**src/rtl/pc_pkg.sv**
```systemverilog
// rtl/pc_pkg.sv - shared definitions for the fetch-stage program-counter unit
//
// Purpose: state encoding of the pc_unit sequencer, trap-vector mode codes
// and the default reset vector. Imported by pc_next_sel and pc_unit.
// Ports: none (package).

package pc_pkg;

    // Sequencer states; the encoding is visible on pc_unit.state.
    typedef enum logic [1:0] {
        ST_BOOT = 2'd0,
        ST_RUN  = 2'd1,
        ST_HALT = 2'd2
    } pc_state_e;

    // Trap-vector mode field, tvec[1:0]. Any other value behaves as direct.
    localparam logic [1:0] TVEC_DIRECT   = 2'd0;
    localparam logic [1:0] TVEC_VECTORED = 2'd1;

    localparam logic [31:0] DEFAULT_RESET_VECTOR = 32'h8000_0000;

endpackage

```
**src/rtl/pc_next_sel.sv**
```systemverilog
// rtl/pc_next_sel.sv - next-PC priority mux, trap-target computation, alignment check
//
// Purpose: purely combinational selection of the next fetch address.
//   RUN : trap > mret > redirect > sequential advance > hold
//   HALT: trap only; everything else holds the pc
//   BOOT: hold
// A misaligned mret/redirect target is rejected: the pc holds and the
// target is reported on o_misaligned / o_misaligned_addr.
//
// Ports:
//   i_state            current sequencer state
//   i_pc               current registered pc
//   i_fetch_valid      current registered fetch request flag
//   i_fetch_ready      imem accepts the current request
//   i_stall            pipeline stall, blocks sequential advance only
//   i_redirect_valid   branch/jump taken, target i_redirect_pc
//   i_trap_valid       trap taken; i_trap_is_irq, i_trap_cause, i_tvec
//   i_mret_valid       return from trap, target i_mepc
//   i_wfi_valid        WFI retired, suppresses sequential advance
//   o_pc_next          value for the pc register at the next edge
//   o_misaligned       a flush target was rejected this cycle
//   o_misaligned_addr  the rejected target

module pc_next_sel
    import pc_pkg::*;
#(
    parameter int XLEN = 32,
    parameter int INCR = 4
) (
    input  pc_state_e         i_state,
    input  logic [XLEN-1:0]   i_pc,
    input  logic              i_fetch_valid,
    input  logic              i_fetch_ready,
    input  logic              i_stall,
    input  logic              i_redirect_valid,
    input  logic [XLEN-1:0]   i_redirect_pc,
    input  logic              i_trap_valid,
    input  logic              i_trap_is_irq,
    input  logic [4:0]        i_trap_cause,
    input  logic [XLEN-1:0]   i_tvec,
    input  logic              i_mret_valid,
    input  logic [XLEN-1:0]   i_mepc,
    input  logic              i_wfi_valid,
    output logic [XLEN-1:0]   o_pc_next,
    output logic              o_misaligned,
    output logic [XLEN-1:0]   o_misaligned_addr
);

    logic [XLEN-1:0] w_trap_base;
    logic [XLEN-1:0] w_trap_target;
    logic            w_vectored;
    logic [XLEN-1:0] w_flush_target;
    logic            w_advance;

    // Trap targets are word aligned by construction: the mode bits are
    // dropped from the base and the vectored offset is a multiple of 4.
    assign w_trap_base   = {i_tvec[XLEN-1:2], 2'b00};
    assign w_vectored    = (i_tvec[1:0] == TVEC_VECTORED) && i_trap_is_irq;
    assign w_trap_target = w_vectored ? (w_trap_base + (XLEN'(i_trap_cause) << 2))
                                      : w_trap_base;

    // mret outranks redirect, so its target is the one checked when both fire.
    assign w_flush_target = i_mret_valid ? i_mepc : i_redirect_pc;

    // A retiring WFI freezes the sequential stream for the cycle it enters HALT.
    assign w_advance = i_fetch_valid && i_fetch_ready && !i_stall && !i_wfi_valid;

    always_comb begin
        o_pc_next         = i_pc;
        o_misaligned      = 1'b0;
        o_misaligned_addr = '0;
        case (i_state)
            ST_RUN: begin
                if (i_trap_valid) begin
                    o_pc_next = w_trap_target;
                end else if (i_mret_valid || i_redirect_valid) begin
                    if (w_flush_target[1:0] != 2'b00) begin
                        o_misaligned      = 1'b1;
                        o_misaligned_addr = w_flush_target;
                    end else begin
                        o_pc_next = w_flush_target;
                    end
                end else if (w_advance) begin
                    // Modulo 2^XLEN: the top word wraps silently to zero.
                    o_pc_next = i_pc + XLEN'(INCR);
                end
            end
            ST_HALT: begin
                if (i_trap_valid) begin
                    o_pc_next = w_trap_target;
                end
            end
            default: begin
                o_pc_next = i_pc;
            end
        endcase
    end

endmodule

```
**src/rtl/pc_unit.sv**
```systemverilog
// rtl/pc_unit.sv - fetch-stage program counter with handshake, flush and WFI sequencing
//
// Purpose: holds the registered fetch pc and the BOOT/RUN/HALT sequencer.
// Next-pc selection is delegated to pc_next_sel. All outputs are registered.
//
// Ports:
//   clk, reset          clock; synchronous active-high reset
//   stall               hold pc (sequential advance only)
//   fetch_ready         imem accepts the current pc
//   fetch_valid         pc is a valid fetch request (high only in RUN)
//   pc                  current fetch address
//   redirect_valid/_pc  branch/jump redirect
//   trap_valid, trap_is_irq, trap_cause, tvec   trap entry
//   mret_valid, mepc    return from trap
//   wfi_valid           WFI retired, enter HALT
//   irq_pending         wakes the unit from HALT
//   state               BOOT=0, RUN=1, HALT=2
//   misaligned_valid    one-cycle pulse per rejected flush target
//   misaligned_addr     rejected target, valid with the pulse

module pc_unit
    import pc_pkg::*;
#(
    parameter int              XLEN         = 32,
    parameter logic [XLEN-1:0] RESET_VECTOR = XLEN'(DEFAULT_RESET_VECTOR),
    parameter int              INCR         = 4
) (
    input  logic              clk,
    input  logic              reset,
    input  logic              stall,
    input  logic              fetch_ready,
    output logic              fetch_valid,
    output logic [XLEN-1:0]   pc,
    input  logic              redirect_valid,
    input  logic [XLEN-1:0]   redirect_pc,
    input  logic              trap_valid,
    input  logic              trap_is_irq,
    input  logic [4:0]        trap_cause,
    input  logic [XLEN-1:0]   tvec,
    input  logic              mret_valid,
    input  logic [XLEN-1:0]   mepc,
    input  logic              wfi_valid,
    input  logic              irq_pending,
    output logic [1:0]        state,
    output logic              misaligned_valid,
    output logic [XLEN-1:0]   misaligned_addr
);

    pc_state_e       r_state;
    logic [XLEN-1:0] r_pc;
    logic            r_fetch_valid;
    logic            r_misaligned_valid;
    logic [XLEN-1:0] r_misaligned_addr;

    logic [XLEN-1:0] w_pc_next;
    logic            w_misaligned;
    logic [XLEN-1:0] w_misaligned_addr;

    pc_next_sel #(
        .XLEN (XLEN),
        .INCR (INCR)
    ) u_next_sel (
        .i_state           (r_state),
        .i_pc              (r_pc),
        .i_fetch_valid     (r_fetch_valid),
        .i_fetch_ready     (fetch_ready),
        .i_stall           (stall),
        .i_redirect_valid  (redirect_valid),
        .i_redirect_pc     (redirect_pc),
        .i_trap_valid      (trap_valid),
        .i_trap_is_irq     (trap_is_irq),
        .i_trap_cause      (trap_cause),
        .i_tvec            (tvec),
        .i_mret_valid      (mret_valid),
        .i_mepc            (mepc),
        .i_wfi_valid       (wfi_valid),
        .o_pc_next         (w_pc_next),
        .o_misaligned      (w_misaligned),
        .o_misaligned_addr (w_misaligned_addr)
    );

    // Sequencer and pc register. fetch_valid is registered alongside the
    // state so it is high exactly in the cycles spent in RUN.
    always_ff @(posedge clk) begin
        if (reset) begin
            r_state            <= ST_BOOT;
            r_pc               <= RESET_VECTOR;
            r_fetch_valid      <= 1'b0;
            r_misaligned_valid <= 1'b0;
            r_misaligned_addr  <= '0;
        end else begin
            r_pc               <= w_pc_next;
            r_misaligned_valid <= w_misaligned;
            // The address is kept after the pulse; only a new rejection replaces it.
            if (w_misaligned) begin
                r_misaligned_addr <= w_misaligned_addr;
            end
            case (r_state)
                ST_BOOT: begin
                    r_state       <= ST_RUN;
                    r_fetch_valid <= 1'b1;
                end
                ST_RUN: begin
                    if (wfi_valid) begin
                        r_state       <= ST_HALT;
                        r_fetch_valid <= 1'b0;
                    end
                end
                ST_HALT: begin
                    // A trap wakes the core at its target; a pending
                    // interrupt alone resumes at the held pc.
                    if (trap_valid || irq_pending) begin
                        r_state       <= ST_RUN;
                        r_fetch_valid <= 1'b1;
                    end
                end
                default: begin
                    r_state       <= ST_BOOT;
                    r_fetch_valid <= 1'b0;
                end
            endcase
        end
    end

    assign state            = r_state;
    assign pc               = r_pc;
    assign fetch_valid      = r_fetch_valid;
    assign misaligned_valid = r_misaligned_valid;
    assign misaligned_addr  = r_misaligned_addr;

endmodule

```
**config.mk**
```make
export PLATFORM = sky130hd
export DESIGN_NAME = pc_unit
export DESIGN_NICKNAME = d
export VERILOG_FILES = /design/src/rtl/pc_pkg.sv /design/src/rtl/pc_next_sel.sv /design/src/rtl/pc_unit.sv
export SDC_FILE = /design/constraint.sdc
export NUM_CORES = 1
export LEC_CHECK = 0
export CAP_MARGIN = 10
export CORE_MARGIN = 2
export CORE_UTILIZATION = 40
export CTS_BUF_LIST = sky130_fd_sc_hd__clkbuf_4
export DETAILED_ROUTE_END_ITERATION = 16
export GPL_ROUTABILITY_DRIVEN = 0
export PLACE_DENSITY = 0.79
export SLEW_MARGIN = 5
export SYNTH_ARGS = -nofsm -noshare
export SYNTH_HDL_FRONTEND = slang
export SYNTH_HIERARCHICAL = 1
export SYNTH_SLANG_ARGS = --single-unit
```
**constraint.sdc**
```tcl
create_clock -name clk -period 6.02 [get_ports clk]
set_input_delay 1.204 -clock clk [delete_from_list [all_inputs] [get_ports clk]]
set_output_delay 1.204 -clock clk [all_outputs]
set_load 0.005 [all_outputs]
```
# After elaboration in Yosys (flattened, before gate mapping)
# Cells that the tools add are included.
# totals
register_bits,68
wordCells,50
output_inout_bits,68
inputBits,111
# classes
reduce_logical,13
n_addsub,2
n_eq_ne,8
muxes,22
# ops
operator,count
two-way mux 32 bit,11
case mux 32 bit (2 select lines),1
"adder 32 x 3 -> 32 bit, second input constant",1
adder 32 x 7 -> 32 bit,1
two-way mux 1 bit,6
"inequality test 2 bit, second input constant",3
case mux 2 bit (3 select lines),1
"== test 2 x 1 -> 1 bit, second input constant",2
logical AND 1 bit,4
two-way mux 2 bit,2
"inequality test 4 x 2 -> 1 bit, second input constant",1
"inequality test 4 bit, second input constant",1
AND reduction 4 bit,1
nonzero test 2 bit,2
case mux 1 bit (3 select lines),1
"== test 2 bit, second input constant",1
logical NOT 1 bit,2
logical NOT 2 bit,1
logical OR 1 bit,2
AND reduction 2 bit,1

# Depth between registers and ports, before layout
# depth
depth_word,7
ltp_mapped,10
mapped_depth_nobuf,9

# Modules after synthesis
# The synthesis kept the hierarchy.
# by_module_without_submodules
module,cells_per_inst,seq_area_each_um2,instances,area_per_inst_um2
pc_next_sel,553,0.0,1,3493.4
pc_unit,182,1341.3,1,2095.8

# Worst setup path after synthesis
# No wires, ideal clock.
# synth_timing
path_kind,input to register
startpoint,input port trap_cause[0]
endpoint,"register r_pc[22], in the netlist pc[22]"
path_slack_ns,2.506
setup_time_ns,0.065
t_arrival_ns,3.449
path_stages,10
path_cell_list,ha_1 > fa_1 > a211o_1 > a21oi_1 > clkbuf_1 > nor2_1 > and3b_1 > xnor2_1 > a221oi_1 > nor2b_1
# synth_via
elab_chain_cells,4
elab_cells_between_ends,5
cone_classes,1 x add/sub; 4 x mux
# synth_lines
item,line,source
start: declaration,pc_unit.sv:38,"input logic [4:0] trap_cause,"
adder 32 x 7 -> 32 bit *,pc_next_sel.sv:59,assign w_trap_target = w_vectored ? (w_trap_base + (XLEN'(i_trap_cause) << 2))
two-way mux 32 bit *,pc_next_sel.sv:59,
"two-way mux 32 bit, on equally long branches","pc_next_sel.sv:89, pc_next_sel.sv:74",
case mux 32 bit (2 select lines) *,pc_next_sel.sv:72,case (i_state)
named net w_pc_next[22],pc_unit.sv:55,logic [XLEN-1:0] w_pc_next;
end signal: assignment,pc_unit.sv:92,r_pc <= w_pc_next;
end: declaration,pc_unit.sv:50,logic [XLEN-1:0] r_pc;
# The timed path passes the listed nets; every way through them passes the cells marked *. The select of a mux whose other input is x is not followed.
# A chain may end at the register's enable or synchronous reset.

# Worst setup path in the final report
# layout_timing
startpoint,input port tvec[5]
endpoint,"register r_pc[21], in the netlist pc[21]"
# layout_via
elab_chain_cells,4
elab_cells_between_ends,5
cone_classes,1 x add/sub; 4 x mux
# layout_lines
item,line,source
start: declaration,pc_unit.sv:39,"input logic [XLEN-1:0] tvec,"
adder 32 x 7 -> 32 bit *,pc_next_sel.sv:59,
two-way mux 32 bit *,pc_next_sel.sv:59,
"two-way mux 32 bit, on equally long branches","pc_next_sel.sv:89, pc_next_sel.sv:74",
case mux 32 bit (2 select lines) *,pc_next_sel.sv:72,
named net w_pc_next[21],pc_unit.sv:55,
# Marked as above.

==> impl_metrics.json <==
{
  "final_hold_viol_count": 0,
  "yosysTopAreaCellShare_pct": 24.00,
  "tns_ps": 0,
  "drc_errors": 0,
  "startpoint": "tvec[5]",
  "drive_above_1_share_pct": 5.995,
  "reg2reg_from": "state[0]",
  "root_buffer": "clkbuf_4",
  "pin_count": 179,
  "end_kind": "flop",
  "power_density_mw_per_mm2": 150.8,
  "async_reset_ff_share_pct": 0,
  "worst_path_max_delay_cell": "a21oi_1",
  "synth.area.top_cells": "dfxtp_1 24%, mux2i_1 10%, nor2_1 6.3%",
  "cts_resized": 0,
  "syn_area_per_cell_um2": 7.604,
  "critPathKind": "primary input to flop",
  "hp-class": "flop to flop",
  "dr.pass1.iters": 6,
  "hold_buffers": 0,
  "synth_top_cells_by_count": "94 x nor2_1, 67 x dfxtp_1, 58 x nand2_1",
  "core_region_area_mm2": 0.01377,
  "numCtsBuffers": 9,
  "path_delay_family": "compound AO/OA/AOI/OAI gates",
  "seq_area_frac_synth_pct": 24.00,
  "slowest_delay_ps": 890,
  "fp-row-count": 43,
  "drv_cap": 0,
  "initial_core_util_pct": 40.58,
  "crit_buf_inv": 1,
  "critPathArrivalTime_ps": 4060,
  "synth_warnings": 6,
  "min-delay-start": "misaligned_addr[5]",
  "synth_edf_count": 0,
  "grtUsageTotal_pct": 25.95,
  "crit_chain": "clkdlybuf4s50_1 -> ha_1 -> a21o_1 -> a21oi_1 -> a211oi_2 -> xnor2_1 -> a21oi_1 -> a221o_1 -> nor2b_1",
  "netlist_area_mm2": 0.005589,
  "antenna_found_initial": 0,
  "slew_violations": 0,
  "crit_top_cell": "a21oi_1",
  "wirelength_um": 20160,
  "cts_buffer_depth": 2,
  "grt_pass1_vias": 5802,
  "ys_seq_elements": 67,
  "insertedDiodeCount": 0,
  "routed_via_density": 6.040,
  "drt_iter0_drc": 937,
  "grt_pass1_wl_um": 30560,
  "grt_remaining_overflow": 0,
  "status": "finished, final reports clean",
  "vdd_ir_drop_max_mv": 0.1016,
  "clk_pin_slew_ps": 110,
  "cp_max_fo": 11,
  "synth_fp_nets": 855,
  "fp.dieH_um": 122.2,
  "grt_max_degree": 68,
  "synth_cells": 735,
  "post_cts_buffers": 0,
  "final_core_util_pct": 54.56,
  "cts_tree": "built",
  "tightest_slew_ps": 1148,
  "cts_htree_levels": 3,
  "num_vias": 6427,
  "cp-start-kind": "primary input",
  "cts_sinks": 67,
  "ant_nets": 0,
  "post-synth-top-count-cell": "nor2_1",
  "power.leakage_nw": 2.599,
  "fmax_mhz": 266.5,
  "fin_nets": 1001,
  "area_delta_synth_final_pct": 34.45,
  "fin_area_mm2": 0.007515,
  "synth_ff_type": "dfxtp_1",
  "post-place-ws_ps": 1853,
  "setup-violations-final": 0,
  "clock_latency_ps": 440,
  "hpwl_um": 14590,
  "die_x_um": 122.2,
  "synth.largest_area_cell": "dfxtp_1",
  "timing.final.crit_share_pct": 62.32,
  "clock-skew-final_ps": 9.372,
  "setup_ws_ps": 2268,
  "fin_crit_ps": 3752,
  "num-fill-cells": 1330,
  "rsz0062_at_grt": "false",
  "wl_per_cell_um": 18.94,
  "dp.cells": 1050,
  "dieArea_mm2": 0.01493,
  "yosysUniqueCellTypes": 79,
  "worstPathRequired_ps": 6320,
  "dpl_cell_area_mm2": 0.007420,
  "port-buffer-count": 178,
  "layout.cells.non_filler": 1064,
  "relSlewSlack_pct": 23.45
}
==> worst min-delay path: stages (launching register included) <==
cell     delay, ps
dfxtp_1        340
mux2i_1         60
nor2_1          70
==> cells in the final DEF (no fill, tap or decap), drive strengths merged, types with 9 or more instances in the layout <==
cell           count
clkdlybuf4s50    176
nor2              94
dfxtp             67
nand2             58
mux2i             56
nor2b             42
o21ai             38
a21oi             37
nand3             28
nand4             18
inv               17
xnor2             16
a211oi            15
xor2              13
a31oi             12
nor3              11
a221oi            11
clkbuf            10
o31ai              9
mux2               9
buf                9
==> report_power, final <==
group / internal (mW) / switching [mW] / total [mW]
clock network: 0.0816 / 0.165 / 0.246
logic: 0.192 / 0.207 / 0.399
registers: 0.458 / 0.0291 / 0.488
==> routing by layer <==
metal | routed length (um) | GRT usage [%] | up-vias | share of wire, %
met5 | 0 | 0 | - | 0
met4 | 769 | 11.21 | 0 | 3.8
met3 | 1804 | 5.805 | 71 | 9.0
met2 | 9625 | 42.50 | 370 | 48
met1 | 7955 | 32.61 | 2985 | 39
li1 | - | - | 3001 | -
==> final cells by class <==
cell class              instances  area [um^2]  share of cell area [%]
repair buffers                185         1824                   24.28
multi-input cells             600         3961                   52.71
flip-flops and latches         67         1341                   17.85
clock buffers                  10        75.07                  0.9990
clock inverters                 4        20.02                  0.2664
inverters                      18        67.56                  0.8991
well taps                     180        225.2                   2.997
==> through the flow <==
step	total power, mW	hold slack [ps]
after floorplan	0.7038	485.0
after global placement	0.8822	471.9
after detailed placement	0.8858	482.2
after CTS	1.127	508.0
after global routing	1.190	533.3
final	1.133	499.3
==> registers in the layout, summed over array words and instances (netlist names) <==
name	flops
misaligned_valid	1
state	2
pc	32
misaligned_addr	32
==> cell families after synthesis <==
family                   synth area share [%]
AO/OA/AOI/OAI                           24.42
XOR/XNOR                                4.544
adder cells (fa/ha/maj)                 2.149
buffers and inverters                   5.126
flip-flops                              24.00
multiplexers                            11.84
AND/OR/NAND/NOR                         27.92
==> path summary, 6_finish.rpt <==
kind,end,slack [ps],depth (start not counted)
setup / recovery,pc[21],2270,9
hold / removal,misaligned_addr[5],500,2
setup reg to reg,pc[14],2530,7
hold reg to reg,misaligned_addr[5],500,2
Note: power is estimated with default switching activity, not from simulation.
